==> src/rtl/spi_frame_ctrl.sv <==
// spi_frame_ctrl: assembles one 16-bit MSB-first SPI frame per nCS-low window
// in the system clock domain, validates it and issues a single-cycle register
// write strobe. It also keeps saturating good/bad frame counters for bring-up.
module spi_frame_ctrl #(
   parameter logic [6:0] MAX_ADDR = 7'h04,
   parameter int         CNT_W    = 8
) (
   input  logic             clk,
   input  logic             rst_n,
   input  logic             sclk_s,
   input  logic             ncs_s,
   input  logic             copi_s,
   input  logic             stat_clr,
   output logic             wr_en,
   output logic [6:0]       wr_addr,
   output logic [7:0]       wr_data,
   output logic             busy,
   output logic [CNT_W-1:0] ok_cnt,
   output logic [CNT_W-1:0] err_cnt
);

   typedef enum logic [2:0] {ARM, IDLE, SHIFT, COMMIT, DRAIN} state_t;

   localparam logic [CNT_W-1:0] CNT_MAX = {CNT_W{1'b1}};
   localparam logic [CNT_W-1:0] CNT_ONE = {{(CNT_W-1){1'b0}}, 1'b1};

   state_t           state_q, state_d;
   logic [4:0]       cnt_q, cnt_d;
   logic [15:0]      sh_q, sh_d;
   logic             sclk_q;
   logic             wr_en_q, wr_en_d;
   logic [6:0]       wr_addr_q, wr_addr_d;
   logic [7:0]       wr_data_q, wr_data_d;
   logic [CNT_W-1:0] ok_q, ok_d, err_q, err_d;
   logic             ok_inc, err_inc;
   logic             rise;
   logic             frame_wr, addr_ok;

   assign rise     = sclk_s & ~sclk_q;
   assign frame_wr = sh_q[15];
   assign addr_ok  = (sh_q[14:8] <= MAX_ADDR);

   // Next-state, shifting and frame classification.
   // The strobe is registered on the SHIFT->COMMIT edge so it is high
   // exactly during the COMMIT cycle.
   always_comb begin
      state_d   = state_q;
      cnt_d     = cnt_q;
      sh_d      = sh_q;
      wr_en_d   = 1'b0;
      wr_addr_d = wr_addr_q;
      wr_data_d = wr_data_q;
      ok_inc    = 1'b0;
      err_inc   = 1'b0;
      case (state_q)
         ARM: begin
            // Wait for a clean nCS-high so a frame already in flight is skipped
            if (ncs_s) state_d = IDLE;
         end
         IDLE: begin
            if (!ncs_s) begin
               state_d = SHIFT;
               cnt_d   = 5'd0;
               if (rise) begin
                  sh_d  = {sh_q[14:0], copi_s};
                  cnt_d = 5'd1;
               end
            end
         end
         SHIFT: begin
            // nCS release wins over a coincident SCLK rise
            if (ncs_s) begin
               if (cnt_q == 5'd16) begin
                  state_d = COMMIT;
                  if (frame_wr && addr_ok) begin
                     wr_en_d   = 1'b1;
                     wr_addr_d = sh_q[14:8];
                     wr_data_d = sh_q[7:0];
                  end
               end else begin
                  err_inc = 1'b1;
                  state_d = IDLE;
               end
            end else if (rise) begin
               if (cnt_q == 5'd16) begin
                  state_d = DRAIN;
               end else begin
                  sh_d  = {sh_q[14:0], copi_s};
                  cnt_d = cnt_q + 5'd1;
               end
            end
         end
         COMMIT: begin
            if (frame_wr && !addr_ok) err_inc = 1'b1;
            else                      ok_inc  = 1'b1;
            state_d = IDLE;
         end
         DRAIN: begin
            if (ncs_s) begin
               err_inc = 1'b1;
               state_d = IDLE;
            end
         end
         default: state_d = ARM;
      endcase
   end

   // Saturating counters; a clear beats a coincident increment
   always_comb begin
      ok_d  = ok_q;
      err_d = err_q;
      if (stat_clr) begin
         ok_d  = '0;
         err_d = '0;
      end else begin
         if (ok_inc  && ok_q  != CNT_MAX) ok_d  = ok_q  + CNT_ONE;
         if (err_inc && err_q != CNT_MAX) err_d = err_q + CNT_ONE;
      end
   end

   // State and datapath registers with synchronous active-low reset
   always_ff @(posedge clk) begin
      if (!rst_n) begin
         state_q   <= ARM;
         cnt_q     <= 5'd0;
         sh_q      <= 16'd0;
         sclk_q    <= 1'b0;
         wr_en_q   <= 1'b0;
         wr_addr_q <= 7'd0;
         wr_data_q <= 8'd0;
         ok_q      <= '0;
         err_q     <= '0;
      end else begin
         state_q   <= state_d;
         cnt_q     <= cnt_d;
         sh_q      <= sh_d;
         sclk_q    <= sclk_s;
         wr_en_q   <= wr_en_d;
         wr_addr_q <= wr_addr_d;
         wr_data_q <= wr_data_d;
         ok_q      <= ok_d;
         err_q     <= err_d;
      end
   end

   assign wr_en   = wr_en_q;
   assign wr_addr = wr_addr_q;
   assign wr_data = wr_data_q;
   assign busy    = (state_q == SHIFT) || (state_q == COMMIT) || (state_q == DRAIN);
   assign ok_cnt  = ok_q;
   assign err_cnt = err_q;

endmodule

==> config.mk <==
export PLATFORM = sky130hd
export DESIGN_NAME = spi_frame_ctrl
export DESIGN_NICKNAME = d
export VERILOG_FILES = /design/src/rtl/spi_frame_ctrl.sv
export SDC_FILE = /design/constraint.sdc
export NUM_CORES = 1
export LEC_CHECK = 0
export BUFFER_PORTS_ARGS = -buffer_cell sky130_fd_sc_hd__buf_2
export CORE_MARGIN = 2
export CORE_UTILIZATION = 45
export DETAILED_ROUTE_END_ITERATION = 6
export GPL_TIMING_DRIVEN = 0
export HOLD_SLACK_MARGIN = 0.15
export PLACE_DENSITY = 0.68
export SYNTH_ARGS = -nofsm -noshare
export SYNTH_HDL_FRONTEND = slang
export SYNTH_SLANG_ARGS = --single-unit
==> constraint.sdc <==
create_clock -name clk -period 2.1 [get_ports clk]
set_clock_uncertainty 0.2 [all_clocks]
set_input_delay 0.105 -clock clk [delete_from_list [all_inputs] [get_ports clk]]
set_output_delay 0.105 -clock clk [all_outputs]
set_load 0.05 [all_outputs]
# Word level (Yosys, flattened, before mapping)
# Cells that the tools add are included.
# classes
addsub	3
magnitude_cmp	1
eq_ne	15
mux	27
n_bitwise	3
reduce_logical	16
# ops
operator	count
$mux W16	5
$pmux W16 S2	1
$mux W5	4
$add A8 B1 Y8 const B	2
$ne A8 B8 Y1 const B	2
$mux W3	5
$pmux W3 S4	1
$reduce_and A4 Y1	3
$ne A2 B2 Y1 const B	5
$pmux W5 S2	1
$mux W1	8
$le A7 B3 Y1 const B	1
$eq A3 B2 Y1 const B	2
$ne A3 B3 Y1 const B	2
$reduce_and A6 Y1	1
$add A5 B1 Y5 const B	1
$eq A5 B5 Y1 const B	1
$reduce_and A5 Y1	1
$logic_and A1 B1 Y1	4
$reduce_or A2 Y1	2
$eq A3 B1 Y1 const B	1
$eq A3 B3 Y1 const B	1
$logic_not A3 Y1	1
$pmux W1 S3	1
other kinds (7)	9
# word_totals
ff_bits	57
input_bits	6
output_inout_bits	33
word_cells	74

# Depth between registers and ports, before layout
# depth
word_depth	6
mapped_depth	10

# Worst setup path before layout
# Ideal clock, no wire load.
# synth_path
kind	register -> register
from	register cnt_q[0]
to	register sh_q[8]
setup_ps	128
arrival_ps	1665
required_time_ps	1772
setup_slack_ps	108
stages_incl_launch_ff	11
period_less_slack_ps	1992
cell_sequence	dfxtp_1 -> inv_1 -> ha_1 -> nand4bb_1 -> buf_4 -> a21oi_2 -> or3_1 -> buf_6 -> buf_12 -> mux2i_1 -> nor2_1
# synth_via
elab_chain_len	3
# synth_rtl
element	line_no	text
start, declared	28	logic [4:0] cnt_q, cnt_d;
start signal, assigned	135	cnt_q <= cnt_d;
$eq A5 B5 Y1	85	if (cnt_q == 5'd16) begin
$ne A2 B2 Y1 (no source line)	-	
$reduce_and A6 Y1 (no source line)	-	
end signal, assigned	126	sh_q <= 16'd0;
end signal, assigned	136	sh_q <= sh_d;
end, declared	29	logic [15:0] sh_q, sh_d;
# No other way between the ends.
# A chain may end at the register's enable or synchronous reset.

# Worst setup path after layout
# Ends and elaborated chain as after synthesis.

==> qor.yml <==
global_route:
  grt_antenna_before_repair: 0
  use_met1_pct: 23.2
  use_met2_pct: 29.2
  grt.overflow.total: 0
  grt_max_degree: 16
  grt_pass1_wl_microns: 9000
  grt_usage_pct: 18.3
  met3_usage_pct: 5.00
  grt-busiest-layer: "met2"
  grt_pass1_vias: 2001
synth:
  synth_flop_cell: "dfxtp_1"
  yosysUniqueCellTypes: 51
  postSynthAreaPerCell_sq_um: 8.93
  synth-edff-count: 0
  synth_area_sq_um: 2530
  ys_seq_area_share_pct: 45.2
  synthCells: 283
  ys_async_sr_fraction_pct: 0
  yosysWarnings: 0
  ys_ff_latch: 57
  synth_fp_nets: 293
worst_setup_path:
  max_stage_delay_ns: 0.38
  crit_type: "flip-flop to flip-flop"
  cpLargestDelayFamily: "simple AND/OR/NAND/NOR gates"
  r2r_setup_slack_ns: 0.02
  slowest_stage: "or3_4"
  path_max_fanout: 8
  crit_path_cell_trace: "inv_2 -> ha_4 -> nand4bb_1 -> buf_6 -> a21oi_2 -> or3_4 -> buf_8 -> clkbuf_16 -> mux2i_1 -> nor2_1"
  cp_data_arrival_time_ns: 2.09
  r2r-end: "sh_q[8]"
  r2r_start: "cnt_q[0]"
  path_buf_inv: 4
  critical_path.startpoint_type: "flip-flop"
  ff2ff_path_depth: 10
  cp.required_ns: 2.11
  end_kind: "flip-flop"
cells_and_area:
  final_common_cell: "dfxtp_1"
  drive_gt1_share_pct: 27.4
  area_growth_syn_to_layout_pct: 28.8
  antenna-diode-count: 0
  layout_common_cells: "dfxtp_1, buf_2, nand2_1"
  regArea_sq_um: 1140
  fillers: 481
  multi_input_area_sq_um: 1300
  final_util_pct: 59.5
  fin_nets: 359
run:
  cap_violations: 0
clock_tree:
  cts_max_level: 3
  clk_pin_slew_worst_paths_ns: 0.07
  cts_tree: "built"
  clkSinkCount: 57
  ctsRootBufferMaster: "clkbuf_8"
  clk_latency_ns: 0.33
  cts_max_path_buffers: 2
  numCtsBuffers: 9
timing:
  max_slew.worst_pin.slew_ns: 0.474
  rsz0062_at_grt: "yes"
  max_clock_freq_mhz: 482
  finalHoldViolCount: 0
  maxSlewViolCount: 0
  setup_violations: 0
  maxSlewHeadroom_pct: 68.4
  fin_crit_sh_pct: 98.9
  fin_crit_ns: 2.08
drt:
  routedWlPerCell_microns: 13.1
  drtIter0Drc: 115
  drtAntennaViolNets: 0
  routed_wl_microns: 5590
  vias_per_cell: 5.13
  drc: 0
  vias: 2184
  first_pass_iters: 4
floorplanning:
  die_y_microns: 78.9
  fp.coreArea_sq_um: 5470
  die_area_sq_um: 6230
  start_util_pct: 46.2
  fp-row-count: 27
  die_w_microns: 78.9
  io_pins: 39
pwr:
  vdd.ir_drop.worst_v: 0.000558
  power_density_nw_per_um2: 696
  p_total_mw: 2.27
  leakagePower_nw: 1.44
placement:
  place.port_buffers: 37
  place_hpwl_microns: 3630
  place.gp.congestion: 0.771
min_path:
  hold_path_class: "flip-flop to flip-flop"
  holdPathEnd: "wr_data[5]"
  min_from: "wr_data[5]"
  whs_path_depth: 2
run_status:
  status: "finished, final reports clean"
[cell families after synthesis]
group | after synthesis | synth area share [%]
AOI/OAI and AO/OA | 49 | 11.3
xor gates and xnor gates | 5 | 1.73
adders and majority gates | 4 | 1.98
buffers and inverters | 23 | 5.40
DFF | 57 | 45.2
muxes | 18 | 7.13
and+or+nand+nor | 127 | 27.3
[Yosys cell counts (all sizes together) (6+ instances only)]
master / instances / area [sq um]
clkbuf: 6 / 22.5
mux2i: 18 / 180
nand3: 13 / 65.1
buf: 9 / 83.8
nor4: 7 / 56.3
or3: 8 / 51.3
nand2: 35 / 131
a21oi: 26 / 134
dfxtp: 57 / 1140
o21ai: 12 / 60.1
inv: 7 / 26.3
nor2: 31 / 116
[stage by stage]
stage	TNS, ns	instances	hold slack, ns	setup slack [ns]	area (sq um)
2_1_floorplan	0	283	0.0267	0.108	2530
3_3_place_gp	-0.0880	392	0.128	-0.0152	2800
3_5_place_dp	-0.395	392	0.136	-0.0393	2800
4_1_cts	-0.00487	414	0.255	-0.00487	3080
5_1_grt	-0.202	426	0.275	-0.0397	3250
6_report	0	426	0.251	0.0234	3250
[registers in the layout (all words and copies together), names as in the netlist]
signal	count
cnt_q	5
err_cnt	8
ok_cnt	8
sclk_q	1
sh_q	16
state_q	3
wr_addr	7
wr_data	8
wr_en	1
[worst reg2reg max path: stages (launching register included)]
cell and delay (ns):
dfxtp_2 0.35, inv_2 0.06, ha_4 0.16, nand4bb_1 0.11
buf_6 0.14, a21oi_2 0.06, or3_4 0.38, buf_8 0.16
clkbuf_16 0.16, mux2i_1 0.14, nor2_1 0.05
[per-layer routing]
layer,share of wire (%),vias to the layer above
met1,48,1010
met4,1.3,0
li1,-,1131
met2,48,38
met5,0,-
met3,3.1,5
[cell type report]
cell class	instances	share of cell area, %
repair buffers	56	11.5
well taps	72	2.77
multi-input cells	203	39.9
inverters	8	0.923
plain buffers	14	3.50
clock inverters	6	2.08
flip-flops and latches	57	35.1
clock buffers	10	4.23
[report_power, final]
| group | leakage, nW | switching (mW) | internal (mW) |
|---|---|---|---|
| clock | 0.0985 | 0.456 | 0.581 |
| sequential | 0.461 | 0.00276 | 1.09 |
| combinational | 0.879 | 0.0768 | 0.0640 |
| total | 1.44 | 0.535 | 1.73 |
[worst max path at each step]
stage	from	endpoint	slack [ns]	cells past startpoint
6_report	cnt_q[0]	sh_q[8]	0.02	10
5_1_grt	state_q[0]	sh_q[15]	-0.04	8
4_1_cts	cnt_q[0]	sh_q[15]	-0.005	10
3_5_place_dp	cnt_q[0]	sh_q[15]	-0.04	10
3_3_place_gp	cnt_q[0]	sh_q[5]	-0.02	10
2_1_floorplan	cnt_q[0]	sh_q[8]	0.11	10
[what timing repair did]
item | 4_1_cts | 5_1_grt
hold buffers | 7 | 0
gates resized for setup | 2 | 17
gates cloned | 0 | 2
endpoints found under the hold margin | 19 | 0
endpoints found under the setup margin | 21 | 32
setup buffers | 0 | 10
pin swaps | 0 | 5
No activity file was read; power rests on OpenSTA's default activity.
